$ cat config.mk
export PLATFORM = sky130hd
export DESIGN_NAME = output_capture_port
export DESIGN_NICKNAME = d
export VERILOG_FILES = /design/src/rtl/output_capture_port.sv
export SDC_FILE = /design/constraint.sdc
export NUM_CORES = 1
export LEC_CHECK = 0
export ABC_AREA = 1
export BUFFER_PORTS_ARGS = -buffer_cell sky130_fd_sc_hd__buf_4
export CAP_MARGIN = 20
export CORE_UTILIZATION = 50
export DETAILED_ROUTE_END_ITERATION = 10
export HOLD_SLACK_MARGIN = 0.05
export PLACE_DENSITY_LB_ADDON = 0.12
export SETUP_SLACK_MARGIN = 0.3
export SYNTH_ARGS = -nofsm -noshare
export SYNTH_HDL_FRONTEND = slang
export SYNTH_SLANG_ARGS = --single-unit
$ cat constraint.sdc
create_clock -name clock -period 3.15 [get_ports clock]
set_input_delay 0.63 -clock clock [delete_from_list [all_inputs] [get_ports clock]]
set_output_delay 0.63 -clock clock [all_outputs]
set_load 0.02 [all_outputs]
$ cat src/rtl/output_capture_port.sv
// output_capture_port
// Consumer end of the processor output bus. Every word driven while
// bus_enable is high is captured into a first-word-fall-through FIFO and
// handed to a downstream reader over a valid/ready handshake. Once the
// processor halts, capture stops, the FIFO drains, and done is raised.

module output_capture_port #(
    parameter int DATA_WIDTH = 16,
    parameter int DEPTH      = 8
) (
    input  logic                         clock,
    input  logic                         resetn,
    input  logic [DATA_WIDTH-1:0]        bus,
    input  logic                         bus_enable,
    input  logic                         halt,
    output logic [DATA_WIDTH-1:0]        out_data,
    output logic                         out_valid,
    input  logic                         out_ready,
    output logic [$clog2(DEPTH+1)-1:0]   fill_count,
    output logic [15:0]                  write_count,
    output logic                         overflow,
    output logic                         done
);

    localparam int PW = $clog2(DEPTH);
    localparam int CW = $clog2(DEPTH+1);

    localparam logic [1:0] ST_RUN   = 2'd0;
    localparam logic [1:0] ST_DRAIN = 2'd1;
    localparam logic [1:0] ST_DONE  = 2'd2;

    logic [1:0]            state;
    logic [DATA_WIDTH-1:0] mem [DEPTH];
    logic [PW-1:0]         wr_ptr;
    logic [PW-1:0]         rd_ptr;

    logic full;
    logic capture;
    logic push;
    logic pop;

    // A full FIFO still takes a word when the head leaves in the same cycle;
    // the new word lands in the slot being vacated, so ordering is kept.
    assign full    = (fill_count == CW'(DEPTH));
    assign pop     = out_valid && out_ready;
    assign capture = (state == ST_RUN) && bus_enable;
    assign push    = capture && (!full || pop);

    // Outputs come only from registered state; the head reads as zero when
    // empty so reset presents a clean bus.
    assign out_valid = (fill_count != '0);
    assign out_data  = out_valid ? mem[rd_ptr] : '0;
    assign done      = (state == ST_DONE);

    // Storage array; contents are meaningless until counted by fill_count.
    always_ff @(posedge clock) begin
        if (push) begin
            mem[wr_ptr] <= bus;
        end
    end

    // Pointers, occupancy, capture counter and sticky overflow flag.
    always_ff @(posedge clock or negedge resetn) begin
        if (!resetn) begin
            wr_ptr      <= '0;
            rd_ptr      <= '0;
            fill_count  <= '0;
            write_count <= '0;
            overflow    <= 1'b0;
        end else begin
            if (push) begin
                wr_ptr      <= wr_ptr + 1'b1;
                write_count <= write_count + 16'd1;
            end
            if (pop) begin
                rd_ptr <= rd_ptr + 1'b1;
            end
            if (push && !pop) begin
                fill_count <= fill_count + CW'(1);
            end else if (!push && pop) begin
                fill_count <= fill_count - CW'(1);
            end
            if (capture && full && !pop) begin
                overflow <= 1'b1;
            end
        end
    end

    // Run/drain/done sequencing; a capture in the halt cycle is still taken
    // because the RUN-state push logic sees it before the state moves on.
    always_ff @(posedge clock or negedge resetn) begin
        if (!resetn) begin
            state <= ST_RUN;
        end else begin
            case (state)
                ST_RUN: begin
                    if (halt) begin
                        state <= ST_DRAIN;
                    end
                end
                ST_DRAIN: begin
                    if (fill_count == '0) begin
                        state <= ST_DONE;
                    end
                end
                ST_DONE: begin
                    state <= ST_DONE;
                end
                default: begin
                    state <= ST_RUN;
                end
            endcase
        end
    end

endmodule

==> reports/results.ini, run 1 <==
[power]
p_sw_share_pct=35.6
power_frac_comb_pct=37.1
p_seq_share_pct=35.3
clkPwrFrac_pct=27.7
p_sw_w=0.00271
leakage_nw=3.15
power_density_nw_per_um2=954
irDropWorstVdd_v=0.000525
intPower_w=0.00490

[clock_network]
numClockSinks=157
cts_tree=built
cts_max_level=4
clockBufferDepth=2
clkSlewWorstSetupHoldPaths_ns=0.06
cts_setup_buffers=0
postCtsHoldBufs=0
cts_buffers=17
cts-root-buf=clkbuf_16
clock_latency_ns=0.42

[sta]
min_period_ns=2.62
finalSetupTns_ns=0
fmax_ghz=0.381
drv_slew=0
rsz0062_at_grt=false
setup_viol=0
tightest_slew_ns=0.598
clock_skew_ns=0.00881
slew_headroom_pct=60.1
finalHoldViolations=0
fin_crit_sh_pct=83.3

[layout]
final_cell_mix=nor2_1 (174), edfxtp_1 (128), nand2_1 (79)
drive_gt1_share_pct=16.4
synthToLayoutAreaGrowth_pct=18.4
nets=709
mostFrequentLayoutCell=nor2_1
insertedDiodeCount=0
instances_no_fill=866

[setup_path]
crit_required_ns=2.52
worstSetupEndpointType=primary output
ff2ff_path_depth=14
rrSetupSlack_ns=0.69
path_max_fanout=65
crit_type=reg -> out
r2r-end=fill_count[3]
worstReg2RegStart=state[1]
crit_arrival_ns=1.99
cp-start-kind=register

[global_route]
grt_start_max_net_pins=66
track_usage_pct=21.5
grt_pass1_wl_um=22600
grt_pass1_vias=4467
antenna_found_initial=0
gr-total-overflow=0

[run]
drv_cap=0

[yosys]
ys_ff_latch=157
synth.net_count=641
syn_area_per_cell_um2=11.1
synth_async_sr_flop_share_pct=18.5
synth.cell_area_um2=6730
synthesis.instances=609
synth_edf_count=128
ys_seq_area_share_pct=67.9
ys.flop_type=edfxtp_1
yosysWarnings=0
synth_cell_types=30

[place]
dp_hpwl_um=8020
place_congestion=0.791
place_inst=834
portBuffers=59

[min_path]
hp-class=in -> async

[routing]
drc_errors=0
wl_um=13800
dr.pass1.iters=5
detail-route-antenna-nets=0
via_per_inst=5.24
wl_per_cell_um=15.9
first_iter_violations=429
dr_total_vias=4536

[floorplan]
die_x_um=118
initial_utilization_pct=51.1
core.rowCount=42
core-area_um2=13200
die_y_um=118
ios=60
dieArea_um2=13900

[outcome]
status=complete, no violations

## cell families after synthesis
| family | synth area share, % |
|---|---|
| XOR/XNOR | 2.21 |
| flip-flops | 67.9 |
| AND/OR/NAND/NOR | 17.2 |
| adder cells (fa/ha/maj) | 2.16 |
| buffers and inverters | 4.09 |
| AO/OA/AOI/OAI | 6.50 |
## sequential cells by signal (all words and copies together), names as in the netlist
name and count:
fill_count 4, mem 128, overflow 1, rd_ptr 3, state 2, wr_ptr 3, write_count 16
## metal layers
metal / routed length (um) / part of all wire (%) / track usage (%) / vias up
li1: - / - / - / 2193
met1: 6110 / 44 / 28.2 / 2206
met2: 6700 / 49 / 34.9 / 113
met3: 697 / 5.1 / 4.80 / 24
met4: 256 / 1.9 / 8.57 / 0
met5: 0 / 0 / 0 / -
## cell usage after synthesis (2+ instances only)
cell,instances,area [um^2]
edfxtp_1,128,3840
xnor2_1,7,61.3
xor2_1,10,87.6
inv_2,3,11.3
inv_1,18,67.6
buf_8,2,30.0
nand2_1,79,297
buf_2,8,40.0
buf_4,4,30.0
a21oi_1,3,15.0
nor2_1,174,653
o21ai_0,36,180
buf_6,6,67.6
clkbuf_1,4,15.0
nor2_2,3,18.8
ha_1,10,125
nand3b_1,2,15.0
nand4_1,4,25.0
nand3_1,22,110
o21ai_1,47,235
dfrtp_1,29,726
clkbuf_2,2,10.0
## power groups by stage
stage	clock network (W)	registers, W	logic (W)
2_1_floorplan	0	0.00270	0.00197
3_3_place_gp	0	0.00271	0.00278
3_5_place_dp	0	0.00272	0.00283
4_1_cts	0.00215	0.00268	0.00285
5_1_grt	0.00224	0.00272	0.00315
6_report	0.00211	0.00268	0.00282
## worst max path at each step
stage | from | to | depth (start not counted)
finish | rd_ptr[0] | out_data[13] | 8
global route | rd_ptr[0] | out_data[13] | 8
CTS | rd_ptr[0] | out_data[13] | 8
detailed placement | out_ready | fill_count[3] | 13
global placement | out_ready | fill_count[3] | 13
floorplan | state[0] | mem[0][0] | 7
## worst max-delay path, cell delays in order, from the launching register on
cell and delay [ns]:
dfrtp_2 0.39, buf_6 0.42, nor2_1 0.10, nor2_1 0.09
o21ai_0 0.09, nand3_1 0.09, nand2_1 0.06, nor2_1 0.15
buf_4 0.17
## repair_timing
item	in CTS	in global routing
endpoints found under the setup margin	0	16
gates resized for setup	0	4
hold endpoints to repair	0	0
## cell type report
| class | count | area (um^2) |
|---|---|---|
| Sequential cell | 157 | 4570 |
| Inverter | 21 | 81.3 |
| Fill cell | 1075 | 5220 |
| Tap cell | 176 | 220 |
| Clock inverter | 7 | 138 |
| Multi-Input combinational cell | 404 | 1890 |
| Clock buffer | 25 | 475 |
| Timing Repair Buffer | 76 | 599 |
## per-stage QoR
step	hold WS [ns]	total power, W	worst slack, ns	utilization (%)	area, um^2
6_report	0.137	0.00761	0.525	60.5	7980
2_1_floorplan	0.334	0.00467	0.922	-	6730
5_1_grt	0.162	0.00810	0.361	60.5	7980
3_5_place_dp	0.467	0.00555	0.556	55.8	7350
4_1_cts	0.145	0.00768	0.342	60.4	7970
3_3_place_gp	0.466	0.00550	0.649	55.8	7350
Note: power is estimated with default switching activity, not from simulation.
==> run 2: changes to the inputs <==
==> constraint.sdc (replaced) <==
create_clock -name clock -period 2.2 [get_ports clock]
set_input_delay 0.44 -clock clock [delete_from_list [all_inputs] [get_ports clock]]
set_output_delay 0.44 -clock clock [all_outputs]
set_load 0.02 [all_outputs]
==> run 2 against run 1 <==
Net effect:
- the run now ends with negative setup slack left
- global-route usage fell by 0.21 points
- critical path depth stayed put
- flip-flop and latch count did not move
- worst hold slack better by 0.11 ns
- critical path type unchanged
==> reports/results.ini, run 2 (synthesized netlist as in run 1, its figures left out) <==
[power]
leakage_nw=3.43  ; +9.1%
power_density_nw_per_um2=1390  ; +46%
power_frac_comb_pct=45.4  ; +8.3 points
p_sw_w=0.00436  ; +61%
p_sw_share_pct=35.7  ; +0.16 points
p_seq_share_pct=30.8  ; -4.5 points
irDropWorstVdd_v=0.000777  ; +48%
intPower_w=0.00785  ; +60%
clkPwrFrac_pct=23.8  ; -3.9 points

[place]
place_congestion=0.822  ; +3.9%
portBuffers=59  ; unchanged
dp_hpwl_um=8260  ; +3.1%
placed_cell_area_um2=7550  ; +2.6%
post-place-ws_ns=0.216  ; -0.340 ns

[routing]
wl_met1_um=6280  ; +2.8%
wl_um=14900  ; +8.3%
dr.pass1.iters=4  ; -1
top_layer_used=met4
via_per_inst=5.18  ; -1.0%
wl_met2_um=7620  ; +14%
detail-route-antenna-nets=0  ; unchanged
wl_per_cell_um=16.6  ; +4.3%
drc_errors=0  ; unchanged
dr_wl_met3_um=741  ; +6.3%
dr_total_vias=4661  ; +2.8%
first_iter_violations=365  ; -15%

[layout]
drive_gt1_share_pct=28.5  ; +12 points
nets=742  ; +4.7%
largest-register=mem
multiInputGateArea_um2=2120  ; +12%
insertedDiodeCount=0  ; unchanged
largestRegisters=mem x128, write_count x16, fill_count x4
final_cell_mix=nor2_1 (142), edfxtp_1 (128), buf_4 (77)
synthToLayoutAreaGrowth_pct=30.4
final_area_um2=8780  ; +10%
largest_reg_flops=128  ; unchanged
register_area_um2=4580  ; about the same
n_fill_cell=977  ; -9.1%
mostFrequentLayoutCell=nor2_1

[floorplan]
core-area_um2=13200  ; unchanged
ios=60  ; unchanged
die_x_um=118  ; unchanged
dieArea_um2=13900  ; unchanged
initial_utilization_pct=51.1  ; unchanged
core.rowCount=42  ; unchanged
die_y_um=118  ; unchanged

[run]
drv_cap=0  ; unchanged

[setup_path]
path_cells=buf_6 > clkinv_8 > buf_12 > o21ai_0 > o21ai_1 > nor2_1 > nor2_1 > buf_4
cp_num_buf_inv=4  ; +2
path_max_fanout=16  ; -75%
r2r-end=fill_count[3]
worstReg2RegStart=fill_count[2]
rrSetupSlack_ns=0.30  ; -0.39 ns
worst_path_largest_cell_delay_ns=0.44  ; +0.02 ns
crit_type=reg -> out
critPathSlowestCell=dfrtp_2
crit_arrival_ns=1.82  ; -0.17 ns
cp-start-kind=register
worstSetupEndpointType=primary output
crit_path_frequent_cell=nor2_1
path_delay_family=buffers and inverters
crit_required_ns=1.76  ; -0.76 ns
ff2ff_path_depth=13  ; -1

[global_route]
gr-total-overflow=0  ; unchanged
antenna_found_initial=0  ; unchanged
grt_pass1_vias=4473  ; +0.13%
track_usage_pct=21.3  ; -0.21 points
grt_start_max_net_pins=31  ; -53%
grt_pass1_wl_um=22400  ; -0.83%

[sta]
drv_slew=0  ; unchanged
min_period_ns=2.26
rsz0062_at_grt=true
fin_crit_sh_pct=103
finalHoldViolations=0  ; unchanged
tightest_slew_ns=0.434  ; -0.164 ns
setup_viol=15  ; +15
fmax_ghz=0.443
clock_skew_ns=0.00715  ; -0.00166 ns
slew_headroom_pct=70.8  ; +11 points
fin_ws_ns=-0.0589  ; -0.584 ns

[min_path]
min_path_cells=1
worstHoldStart=bus[9]
hp-class=in -> reg
whs_endpoint=mem[5][9]

[outcome]
status=finished, violations left
violations=negative setup slack

[clock_network]
clockBufferDepth=2  ; unchanged
numClockSinks=157  ; unchanged
clkSlewWorstSetupHoldPaths_ns=0.06  ; about the same
cts-root-buf=clkbuf_16
clock_latency_ns=0.42  ; about the same
cts_buffers=17  ; unchanged
cts_tree=built
cts_max_level=4  ; unchanged

## run 2: changes by cell type in the layout (fill, tap and decap cells not counted), moves of 5 or more
cell / before / now
buf_6: 1 / 8
nor2_1: 174 / 142
buf_12: 2 / 16
nor2_2: 3 / 28
nand2_1: 79 / 74
o21ai_0: 36 / 25
clkbuf_16: 17 / 24
o21ai_2: 0 / 10
nor2_4: 0 / 7
## run 2: repair_timing
item,CTS,global route
pin swaps,4,21
hold buffers,1,0
setup endpoints to repair,18,147
endpoints found under the hold margin,29,0
setup buffers,14,8
gates cloned,0,7
resized for setup,27,68
## run 2: metal layers
metal / global-route usage (%) / vias to the layer above
li1: - / 2268
met1: 27.1 / 2264
met2: 35.0 / 113
met3: 4.65 / 16
met4: 9.54 / 0
met5: 0 / -
## run 2: area by class of cell
type | instances | area share (%)
clock buffers | 23 | 5.33
clock inverters | 9 | 1.35
inverters | 21 | 1.15
multi-input cells | 404 | 24.2
flip-flops and latches | 157 | 52.1
well taps | 176 | 2.51
repair buffers | 109 | 13.4
## run 2: power groups by stage
| stage | Combinational [W] | Clock, W | Sequential (W) |
|---|---|---|---|
| 6_report | 0.00555 | 0.00291 | 0.00376 |
| 5_1_grt | 0.00605 | 0.00308 | 0.00379 |
| 4_1_cts | 0.00471 | 0.00296 | 0.00375 |
| 3_5_place_dp | 0.00428 | 0 | 0.00385 |
| 3_3_place_gp | 0.00420 | 0 | 0.00384 |
| 2_1_floorplan | 0.00290 | 0 | 0.00388 |
## run 2: through the flow
| stage | hold WS [ns] | total power, W | setup TNS, ns | utilization (%) | cells |
|---|---|---|---|---|---|
| after global routing | 0.240 | 0.0129 | -1.86 | 66.6 | 899 |
| after CTS | 0.236 | 0.0114 | -0.00843 | 63.2 | 884 |
| after detailed placement | 0.394 | 0.00813 | 0 | 57.2 | 837 |
| final | 0.252 | 0.0122 | -0.345 | 66.6 | 899 |
| after global placement | 0.392 | 0.00804 | 0 | 57.2 | 837 |
| after floorplan | 0.144 | 0.00678 | 0 | - | 609 |
## run 2: how the worst max path moves through the flow
stage,end,slack [ns],start,cells after the start
after detailed placement,fill_count[3],0.22,out_ready,13
final,out_data[15],-0.06,rd_ptr[0],8
after CTS,out_data[14],-0.008,rd_ptr[0],8
after global placement,fill_count[3],0.25,out_ready,13
after floorplan,mem[0][0],0.23,state[0],7
after global routing,out_data[7],-0.15,rd_ptr[0],9
==> run 3: changes to the inputs <==
--- a/config.mk
+++ b/config.mk
@@ -6,7 +6,7 @@
 export NUM_CORES = 1
 export LEC_CHECK = 0
 export ABC_AREA = 1
-export BUFFER_PORTS_ARGS = -buffer_cell sky130_fd_sc_hd__buf_4
+export BUFFER_PORTS_ARGS = -buffer_cell sky130_fd_sc_hd__buf_2
 export CAP_MARGIN = 20
 export CORE_UTILIZATION = 50
 export DETAILED_ROUTE_END_ITERATION = 10
==> run 3 against run 2 <==
Net effect:
- the flow still finishes with violations (negative setup slack)
- sequential power is essentially flat
- clock power decreased by 15%
- flip-flop and latch count stayed put
- clock-buffer cell count down 3
- critical endpoint is now out_data[14]
- largest cell class unchanged
==> reports/results.ini, run 3 (synthesized netlist as in run 1, its figures left out) <==
[setup_path]
crit_required_ns=1.76  ; about the same
crit_arrival_ns=1.80  ; -0.02 ns
crit_path_frequent_cell=nor2_1
worstSetupEndpoint=out_data[14]
r2r-end=fill_count[3]
critPathSlowestCell=dfrtp_2
crit_type=reg -> out
path_cells=buf_12 > buf_6 > buf_6 > nor2_4 > nor2_1 > o21ai_1 > o21ai_1 > nor2_1 > nor2_1 > buf_4
rrSetupSlack_ns=0.32  ; +0.02 ns
worstSetupEndpointType=primary output
crit_path_start=rd_ptr[0]
worstReg2RegStart=fill_count[1]
path_max_fanout=7  ; -9
cp-start-kind=register
ff2ff_path_depth=13  ; unchanged
worst_path_largest_cell_delay_ns=0.41  ; -0.03 ns

[global_route]
antenna_found_initial=1  ; +1
track_usage_pct=21.8  ; +0.46 points
grt_pass1_vias=4541  ; +1.5%
grt_start_max_net_pins=30  ; -3.2%
gr-total-overflow=0  ; unchanged
grt_pass1_wl_um=22800  ; +1.8%

[routing]
via_per_inst=5.18  ; -0.15%
wl_um=14800  ; -0.56%
first_iter_violations=463  ; +27%
dr_total_vias=4628  ; -0.71%
dr.pass1.iters=5  ; +1
wl_per_cell_um=16.6  ; about the same
detail-route-antenna-nets=0  ; unchanged
drc_errors=0  ; unchanged

[floorplan]
core.rowCount=42  ; unchanged
die_y_um=118  ; unchanged
core-area_um2=13200  ; unchanged
dieArea_um2=13900  ; unchanged
initial_utilization_pct=51.1  ; unchanged
ios=60  ; unchanged
die_x_um=118  ; unchanged

[sta]
drv_slew=0  ; unchanged
finalSetupTns_ns=-0.0553  ; +0.290 ns
fin_crit_sh_pct=102  ; -1.1 points
slew_headroom_pct=56.0  ; -15 points
fmax_ghz=0.447  ; +1.1%
finalHoldViolations=0  ; unchanged
whs_ns=0.0493  ; -0.202 ns
fin_ws_ns=-0.0354  ; +0.0235 ns
rsz0062_at_grt=true
clock_skew_ns=0.00516  ; -0.00199 ns
tightest_slew_ns=0.661  ; +0.227 ns
setup_viol=3  ; -12
min_period_ns=2.24  ; -0.0235 ns

[layout]
n_fill_cell=1049  ; +7.4%
largest_reg_flops=128  ; unchanged
final_cell_mix=nor2_1 (148), edfxtp_1 (128), nand2_1 (75)
drive_gt1_share_pct=25.1  ; -3.4 points
nets=737  ; -0.67%
multiInputGateArea_um2=2050  ; -3.4%
mostFrequentLayoutCell=nor2_1
synthToLayoutAreaGrowth_pct=24.8
instances_no_fill=894  ; -0.56%
register_area_um2=4580  ; about the same
largestRegisters=mem x128, write_count x16, fill_count x4
largest-register=mem

[power]
power_density_nw_per_um2=1360  ; -2.0%
irDropWorstVdd_v=0.000847  ; +9.0%
leakage_nw=3.29  ; -4.2%
fin_total_pwr_w=0.0114  ; -6.2%

[clock_network]
cts-root-buf=clkbuf_16
numClockSinks=157  ; unchanged
clock_latency_ns=0.42  ; about the same
cts_tree=built
postCtsHoldBufs=0  ; -1
cts_buffers=17  ; unchanged
clkSlewWorstSetupHoldPaths_ns=0.06  ; about the same
clockBufferDepth=2  ; unchanged
cts_max_level=4  ; unchanged

[outcome]
status=finished, violations left
violations=negative setup slack

[min_path]
hp-class=in -> async

[place]
place_inst=838  ; +0.12%
place_congestion=0.829  ; +0.77%
portBuffers=59  ; unchanged
dp_hpwl_um=8230  ; -0.39%

[run]
drv_cap=0  ; unchanged

-- run 3: cell types whose count changed in the layout (fill, tap and decap cells not counted), sizes merged, moves of 2 or more --
cell      delta
bufinv       -3
clkbuf       -6
clkinv       +2
clkinvlp     +2
-- run 3: how the worst min path moves through the flow --
stage,start,to,slack [ns],cells after the start
global route,resetn,write_count[6],0.11,1
finish,resetn,write_count[14],0.05,1
floorplan,resetn,fill_count[0],0.14,0
CTS,resetn,write_count[6],0.06,1
detailed placement,overflow,overflow,0.47,1
global placement,write_count[15],write_count[15],0.47,2
-- run 3: metrics by stage --
| stage | setup WS (ns) | instance area, um^2 | utilization [%] |
|---|---|---|---|
| after floorplan | 0.228 | 6810 | - |
| after global placement | 0.240 | 7390 | 56.1 |
| after detailed placement | 0.196 | 7390 | 56.1 |
| after CTS | -0.0393 | 8100 | 61.4 |
| after global routing | -0.120 | 8400 | 63.7 |
| final | -0.0354 | 8400 | 63.7 |
-- run 3: cell type report --
cell class / instances / area share [%]
Antenna cell: 1 / 0.0298
Timing Repair Buffer: 104 / 11.5
Sequential cell: 157 / 54.5
Multi-Input combinational cell: 404 / 24.4
Inverter: 21 / 1.18
Clock buffer: 20 / 5.20
Tap cell: 176 / 2.62
Clock inverter: 11 / 0.640
-- run 3: metal layers --
| metal | track usage, % | share of wire (%) | up-vias |
|---|---|---|---|
| met5 | 0 | 0 | - |
| met3 | 4.51 | 5.3 | 20 |
| met1 | 28.0 | 43 | 2205 |
| met2 | 35.6 | 50 | 143 |
| li1 | - | - | 2260 |
| met4 | 9.54 | 1.9 | 0 |
-- run 3: power breakdown --
| part | leakage (nW) | internal (W) | switching (W) |
|---|---|---|---|
| Combinational | 1.53 | 0.00223 | 0.00299 |
| Sequential | 1.52 | 0.00355 | 0.000202 |
| Clock | 0.237 | 0.00140 | 0.00108 |
-- run 3: what timing repair did --
action | in CTS | in global routing
cloned | 1 | 5
setup endpoints to repair | 19 | 22
gates resized for setup | 31 | 47
pin swaps | 6 | 19
hold endpoints to repair | 0 | 0
setup buffers | 14 | 4
-- run 3: critical path, delay by kind of cell (launching register included) --
kind                   cells  cell delay (ns)
AND/OR/NAND/NOR            4             0.28
AO/OA/AOI/OAI              2             0.16
buffers and inverters      4             0.53
flip-flops                 1             0.41
